==> src/rtl/incr_stream.sv <==
// incr_stream: registered valid/ready stage adding 1 or 2 (s_sel) to each beat, two-entry skid buffer.
// Optional beat/wrap statistics are enabled by defining INCR_STREAM_STATS_EN.
//
// state | meaning
// EMPTY | OUT invalid, SKID empty
// ONE   | OUT valid, SKID empty
// TWO   | OUT and SKID both valid, input stalled
module incr_stream #(
    parameter int DATA_W = 32,
    parameter int CNT_W  = 32
) (
    input  logic              aclk,
    input  logic              aresetn,
    input  logic              s_valid,
    output logic              s_ready,
    input  logic [DATA_W-1:0] s_data,
    input  logic              s_sel,
    output logic              m_valid,
    input  logic              m_ready,
    output logic [DATA_W-1:0] m_data,
    output logic              m_wrap,
    output logic [CNT_W-1:0]  stat_beats,
    output logic [15:0]       stat_wraps
);

    typedef enum logic [1:0] {EMPTY, ONE, TWO} state_t;

    state_t          state, state_nx;
    logic            ready_q;
    logic [DATA_W:0] sum;
    logic [DATA_W:0] out_q;
    logic [DATA_W:0] skid_q;
    logic            acc;
    logic            drn;
    logic            load_out_new;
    logic            load_out_skid;
    logic            load_skid;

    // MSB of the widened sum is the carry that becomes m_wrap
    assign sum = {1'b0, s_data} + (s_sel ? (DATA_W+1)'(2) : (DATA_W+1)'(1));

    assign acc     = s_valid && ready_q;
    assign drn     = m_valid && m_ready;
    assign s_ready = ready_q;
    assign m_valid = (state != EMPTY);
    assign m_data  = out_q[DATA_W-1:0];
    assign m_wrap  = out_q[DATA_W];

    always_comb begin
        state_nx      = state;
        load_out_new  = 1'b0;
        load_out_skid = 1'b0;
        load_skid     = 1'b0;
        case (state)
            EMPTY: begin
                if (acc) begin
                    state_nx     = ONE;
                    load_out_new = 1'b1;
                end
            end
            ONE: begin
                case ({acc, drn})
                    2'b10: begin
                        state_nx  = TWO;
                        load_skid = 1'b1;
                    end
                    2'b01: state_nx = EMPTY;
                    2'b11: load_out_new = 1'b1;
                    default: state_nx = ONE;
                endcase
            end
            TWO: begin
                if (drn) begin
                    state_nx      = ONE;
                    load_out_skid = 1'b1;
                end
            end
            default: state_nx = EMPTY;
        endcase
    end

    always_ff @(posedge aclk or negedge aresetn) begin
        if (!aresetn) begin
            state   <= EMPTY;
            ready_q <= 1'b0;
        end else begin
            state   <= state_nx;
            ready_q <= (state_nx != TWO);
        end
    end

    always_ff @(posedge aclk or negedge aresetn) begin
        if (!aresetn) begin
            out_q  <= '0;
            skid_q <= '0;
        end else begin
            if (load_out_new)
                out_q <= sum;
            else if (load_out_skid)
                out_q <= skid_q;
            if (load_skid)
                skid_q <= sum;
        end
    end

`ifdef INCR_STREAM_STATS_EN
    always_ff @(posedge aclk or negedge aresetn) begin
        if (!aresetn) begin
            stat_beats <= '0;
            stat_wraps <= '0;
        end else if (drn) begin
            stat_beats <= stat_beats + CNT_W'(1);
            if (m_wrap && (stat_wraps != 16'hFFFF))
                stat_wraps <= stat_wraps + 16'd1;
        end
    end
`else
    assign stat_beats = '0;
    assign stat_wraps = '0;
`endif

endmodule
==> config.mk <==
export PLATFORM = sky130hd
export DESIGN_NAME = incr_stream
export DESIGN_NICKNAME = d
export VERILOG_FILES = /design/src/rtl/incr_stream.sv
export SDC_FILE = /design/constraint.sdc
export NUM_CORES = 1
export LEC_CHECK = 0
export CAP_MARGIN = 5
export CORE_ASPECT_RATIO = 1.2
export CORE_MARGIN = 4
export CORE_UTILIZATION = 61
export DETAILED_ROUTE_END_ITERATION = 8
export DONT_BUFFER_PORTS = 1
export PLACE_DENSITY = 0.82
export SLEW_MARGIN = 20
export SYNTH_ARGS = -nofsm -noshare
export SYNTH_HDL_FRONTEND = slang
export SYNTH_SLANG_ARGS = --single-unit
==> constraint.sdc <==
create_clock -name aclk -period 1.77 [get_ports aclk]
set_input_delay 0.177 -clock aclk [delete_from_list [all_inputs] [get_ports aclk]]
set_output_delay 0.177 -clock aclk [all_outputs]
set_load 0.05 [all_outputs]
Yosys cells after proc, flatten, opt, wreduce, memory -nomap -nowiden
Cells that the tools add are included.

Eq/ne operators: 6. Add/subtract/negate cells: 1. Multiplexer cells: 14. Reductions and logical operators: 5.

Operator list (count): 33-bit two-way mux (2); 32-bit by 2-bit adder with 33-bit output (1); 2-bit one-hot mux with 3 select lines (2); 2-bit == test, second input constant (3); 1-bit two-way mux (6); 2-bit two-way mux (3); 2-bit by 1-bit == test with 1-bit output, second input constant (2); 2-bit nonzero test (2); 1-bit logical AND (2); 2-bit logical NOT (1); 2-bit != test, second input constant (1); 1-bit one-hot mux with 2 select lines (1).

Bits in registers: 69. Input port bits: 37.

Depth between registers and ports, before layout
Depth in word-level cells: 6. Mapped depth: 9. Depth with buffers taken out: 9.

Least setup slack after synthesis
No wires, ideal clock.

Path type: in2reg. From: input s_sel. To: register out_q[20]. Setup time: 0.137 ns. Path slack: -0.303 ns. Required time: 1.633 ns. Stages: 9. Arrival: 1.936 ns. Buffers on the path: 0. Cells stage by stage: inv_1 -> ha_1 -> inv_1 -> fa_1 -> nand2b_1 -> nor4_2 -> nand3_1 -> xor2_1 -> o211ai_1.

Word-level cells in the longest chain between the ends: 3.

RTL lines: from (decl) (line 17) `input logic s_sel,`; 2-bit two-way mux (line 40) `assign sum = {1'b0, s_data} + (s_sel ? (DATA_W+1)'(2) : (DATA_W+1)'(1));`; 32-bit by 2-bit adder with 33-bit output (line 40); 33-bit two-way mux (line 97) `if (load_out_new)`; to (signal assigned) (line 98) `out_q <= sum;`; to (signal assigned) (line 100) `out_q <= skid_q;`; to (decl) (line 31) `logic [DATA_W:0] out_q;`.

No other way between the ends. A chain may end at the register's enable or synchronous reset.

Final worst setup path
From: register state[1]. To: register out_q[22].

Word-level cells in the longest chain between the ends: 6. Elaborated cells between the ends (all ways): 12. Classes of those cells: 3 x eq/ne; 5 x mux; 4 x reduce/logical.

RTL lines: from (decl) (line 28) `state_t state, state_nx;`; from (signal assigned) (line 87) `state <= state_nx;`; 2-bit nonzero test (line 45) `assign m_valid = (state != EMPTY);`; 1-bit logical AND (line 43) `assign drn = m_valid && m_ready;`; 2-bit == test (line 62) `case ({acc, drn})`; 1-bit two-way mux (line 62); 1-bit one-hot mux with 2 select lines (line 54) `case (state)`; 33-bit two-way mux or 2-bit nonzero test (tied branches).

Parallel ways exist; a longest one is shown, timed or not.

==> results_dict.tcl <==
set metrics [dict create \
    gp_congestion 0.833 \
    pwr_density_cell_nw_per_um2 1750 \
    core-area_um2 6130 \
    yosysSeqAreaShare 0.440 \
    synth_area_leaders "dfrtp_1 (44%), buf_4 (9.4%), nand2_1 (8.5%)" \
    critPathMaxFanout 43 \
    fin_nets 503 \
    cp.required_ps 2030 \
    power_frac_comb 0.414 \
    max_stage_delay_ps 380 \
    yosysMostFrequentCell "nand2_1" \
    synth_seq_cells 69 \
    synth_warnings 0 \
    vdd_drop_max_mv 1.15 \
    cp.arrival_ps 1880 \
    htreeDepth 3 \
    drv_cap 0 \
    vias 3047 \
    min_period_ps 1620 \
    antenna_found_initial 0 \
    hold_viol_final 69 \
    power.leakage_nw 2.06 \
    seqPwrFrac 0.396 \
    async_flop_share 1.00 \
    syn_area_um2 3920 \
    io_buffers 0 \
    cts-root-to-sink-buffers 2 \
    detail-route-antenna-nets 0 \
    fin_crit_sh 0.918 \
    numCtsBuffers 9 \
    slew_violations 0 \
    placedCellCount 533 \
    outcome "finished with violations" \
    final_core_util 0.715 \
    p_switching_mw 3.46 \
    pwr-share-clk 0.189 \
    worstSetupPathType "flip-flop to flip-flop" \
    n_fill_cell 489 \
    via_per_inst 5.54 \
    fp.dieArea_um2 7780 \
    intPower_mw 4.20 \
    hold_buffers 1 \
    die_w_um 81.2 \
    synth_top_area_frac 0.440 \
    fin_area_um2 4380 \
    power_mw 7.66 \
    relSlewSlack 0.658 \
    violations "negative hold slack" \
    avgRoutedWirePerCell_um 16.4 \
    cts_tree "built" \
    setup_viol 0 \
    grt_usage 0.241 \
    critical-path-slowest-cell "dfrtp_1" \
    drcViolationCount 0 \
    synth_edf_count 0 \
    finalNonFillerCells 550 \
    worst_pin_slew_ps 513 \
    clock.fmax_mhz 615 \
    grt_start_max_net_pins 70 \
    rsz0062_at_grt "no" \
    cts.sinks 69 \
    fin_skew_ps 7.15 \
    clkTransAtPathRegs_ps 70 \
    syn_inst 425 \
    grt_pass1_vias 3050 \
    gr-total-overflow 0 \
    die_h_um 95.8 \
    switching_share 0.451 \
    antenna_cells 0 \
    hpwl_um 6500 \
    placementRows 31 \
    routed_wl_um 9000 \
    ios 120 \
    crit_family "simple AND/OR/NAND/NOR gates" \
    start_util 0.640 \
    synth_commonest_cells "nand2_1 (89), dfrtp_1 (69), buf_4 (49)" \
    ys_types 40 \
    syn_area_per_cell_um2 9.23 \
    crit_path_start_kind "flip-flop" \
    min-delay-path-class "input port to async pin" \
    synthToLayoutAreaGrowth_pct 11.7 \
    placed_cell_area_um2 4140 \
    firstDrtPassIters 7 \
    end_kind "flip-flop" \
    cp.buffers_inverters 2 \
    worst_hold_slack_ps -483 \
    drive_above_1_share 0.205 \
    ys.flop_type "dfrtp_1" \
    drtIter0Drc 258 \
    yosysTopAreaCell "dfrtp_1" \
    crit_chain "buf_4 > nor2_1 > nand2_2 > buf_12 > o21ai_0" \
    grt_pass1_wl_um 14200 \
    cts_root_buffer "clkbuf_8" \
    worstSkewPairLatency_ps 350 \
]
[per-stage QoR]
stage               setup WS (ps)  hold slack (ps)  TNS, ps
finish                        145             -483        0
CTS                           144             -492        0
global route                 34.3             -497        0
global placement            -82.7             -116    -1080
floorplan                    -130             -119    -1650
detailed placement           -174             -116    -2590
[cell usage in the layout, fill, tap and decap left out, types with 2 or more instances in the layout]
| cell | n |
|---|---|
| mux2_2 | 24 |
| conb_1 | 48 |
| and3_1 | 5 |
| clkbuf_8 | 11 |
| a22oi_1 | 2 |
| a31oi_1 | 4 |
| xor2_1 | 14 |
| xnor2_1 | 16 |
| a21oi_1 | 4 |
| nand2_1 | 89 |
| nand4_1 | 7 |
| inv_1 | 4 |
| clkinv_2 | 2 |
| buf_12 | 2 |
| nand2b_1 | 2 |
| o21ai_1 | 12 |
| o21ai_0 | 40 |
| nor3_1 | 4 |
| buf_4 | 41 |
| nor4_4 | 3 |
| bufinv_16 | 2 |
| nor4_1 | 2 |
| dfrtp_1 | 69 |
| nor2_1 | 21 |
| and4_1 | 3 |
| nand3_1 | 16 |
[routing by layer]
layer | global-route usage | up-vias | wire, um
met5 | 0 | - | 0
met3 | 0.0543 | 25 | 802
li1 | - | 1414 | -
met2 | 0.412 | 133 | 4690
met4 | 0.141 | 0 | 274
met1 | 0.273 | 1475 | 3240
[sequential cells by signal, summed over array words and instances (netlist names)]
name     cells
s_ready      1
skid_q      33
out_q       33
state        2
[power groups by stage]
| stage | logic (mW) | clock network, mW | registers (mW) |
|---|---|---|---|
| final | 3.17 | 1.45 | 3.04 |
| after global routing | 3.43 | 1.53 | 3.13 |
| after CTS | 3.19 | 1.46 | 3.04 |
| after detailed placement | 3.17 | 0 | 3.07 |
| after global placement | 3.06 | 0 | 3.02 |
| after floorplan | 1.56 | 0 | 3.88 |
[logic make-up after synthesis]
| kind of cell | synth area share |
|---|---|
| multiplexers | 0.0715 |
| AND/OR/NAND/NOR | 0.199 |
| buffers and inverters | 0.122 |
| adder cells (fa/ha/maj) | 0.0115 |
| AO/OA/AOI/OAI | 0.0877 |
| flip-flops | 0.440 |
| other | 0.000956 |
| XOR/XNOR | 0.0670 |
[repair_timing]
| action | CTS | global route |
|---|---|---|
| gates resized for setup | 1 | 0 |
| buffers inserted | 0 | 0 |
| endpoints found under the hold margin | 70 | 69 |
| endpoints found under the setup margin | 3 | 0 |
[path summary, 6_finish.rpt]
check | from | end | slack, ps | cells past startpoint
worst max-delay path | state[1] | out_q[22] | 150 | 5
worst min-delay path | aresetn | skid_q[5] | -480 | 0
worst max register to register | state[1] | out_q[22] | 150 | 5
worst min register to register | skid_q[0] | skid_q[0] | 480 | 2
max in group asynchronous | aresetn | out_q[10] | 2140 | 0
min in group aclk | s_data[22] | skid_q[22] | 30 | 2
[cell type report]
type	instances	area (um^2)	share of cell area
Multi-Input combinational cell	333	1930	0.440
Sequential cell	69	1730	0.394
Timing Repair Buffer	44	358	0.0817
Clock buffer	12	155	0.0354
Tap cell	82	103	0.0234
Clock inverter	4	70.1	0.0160
Inverter	6	38.8	0.00886
Power figures use the tool's default switching activity.
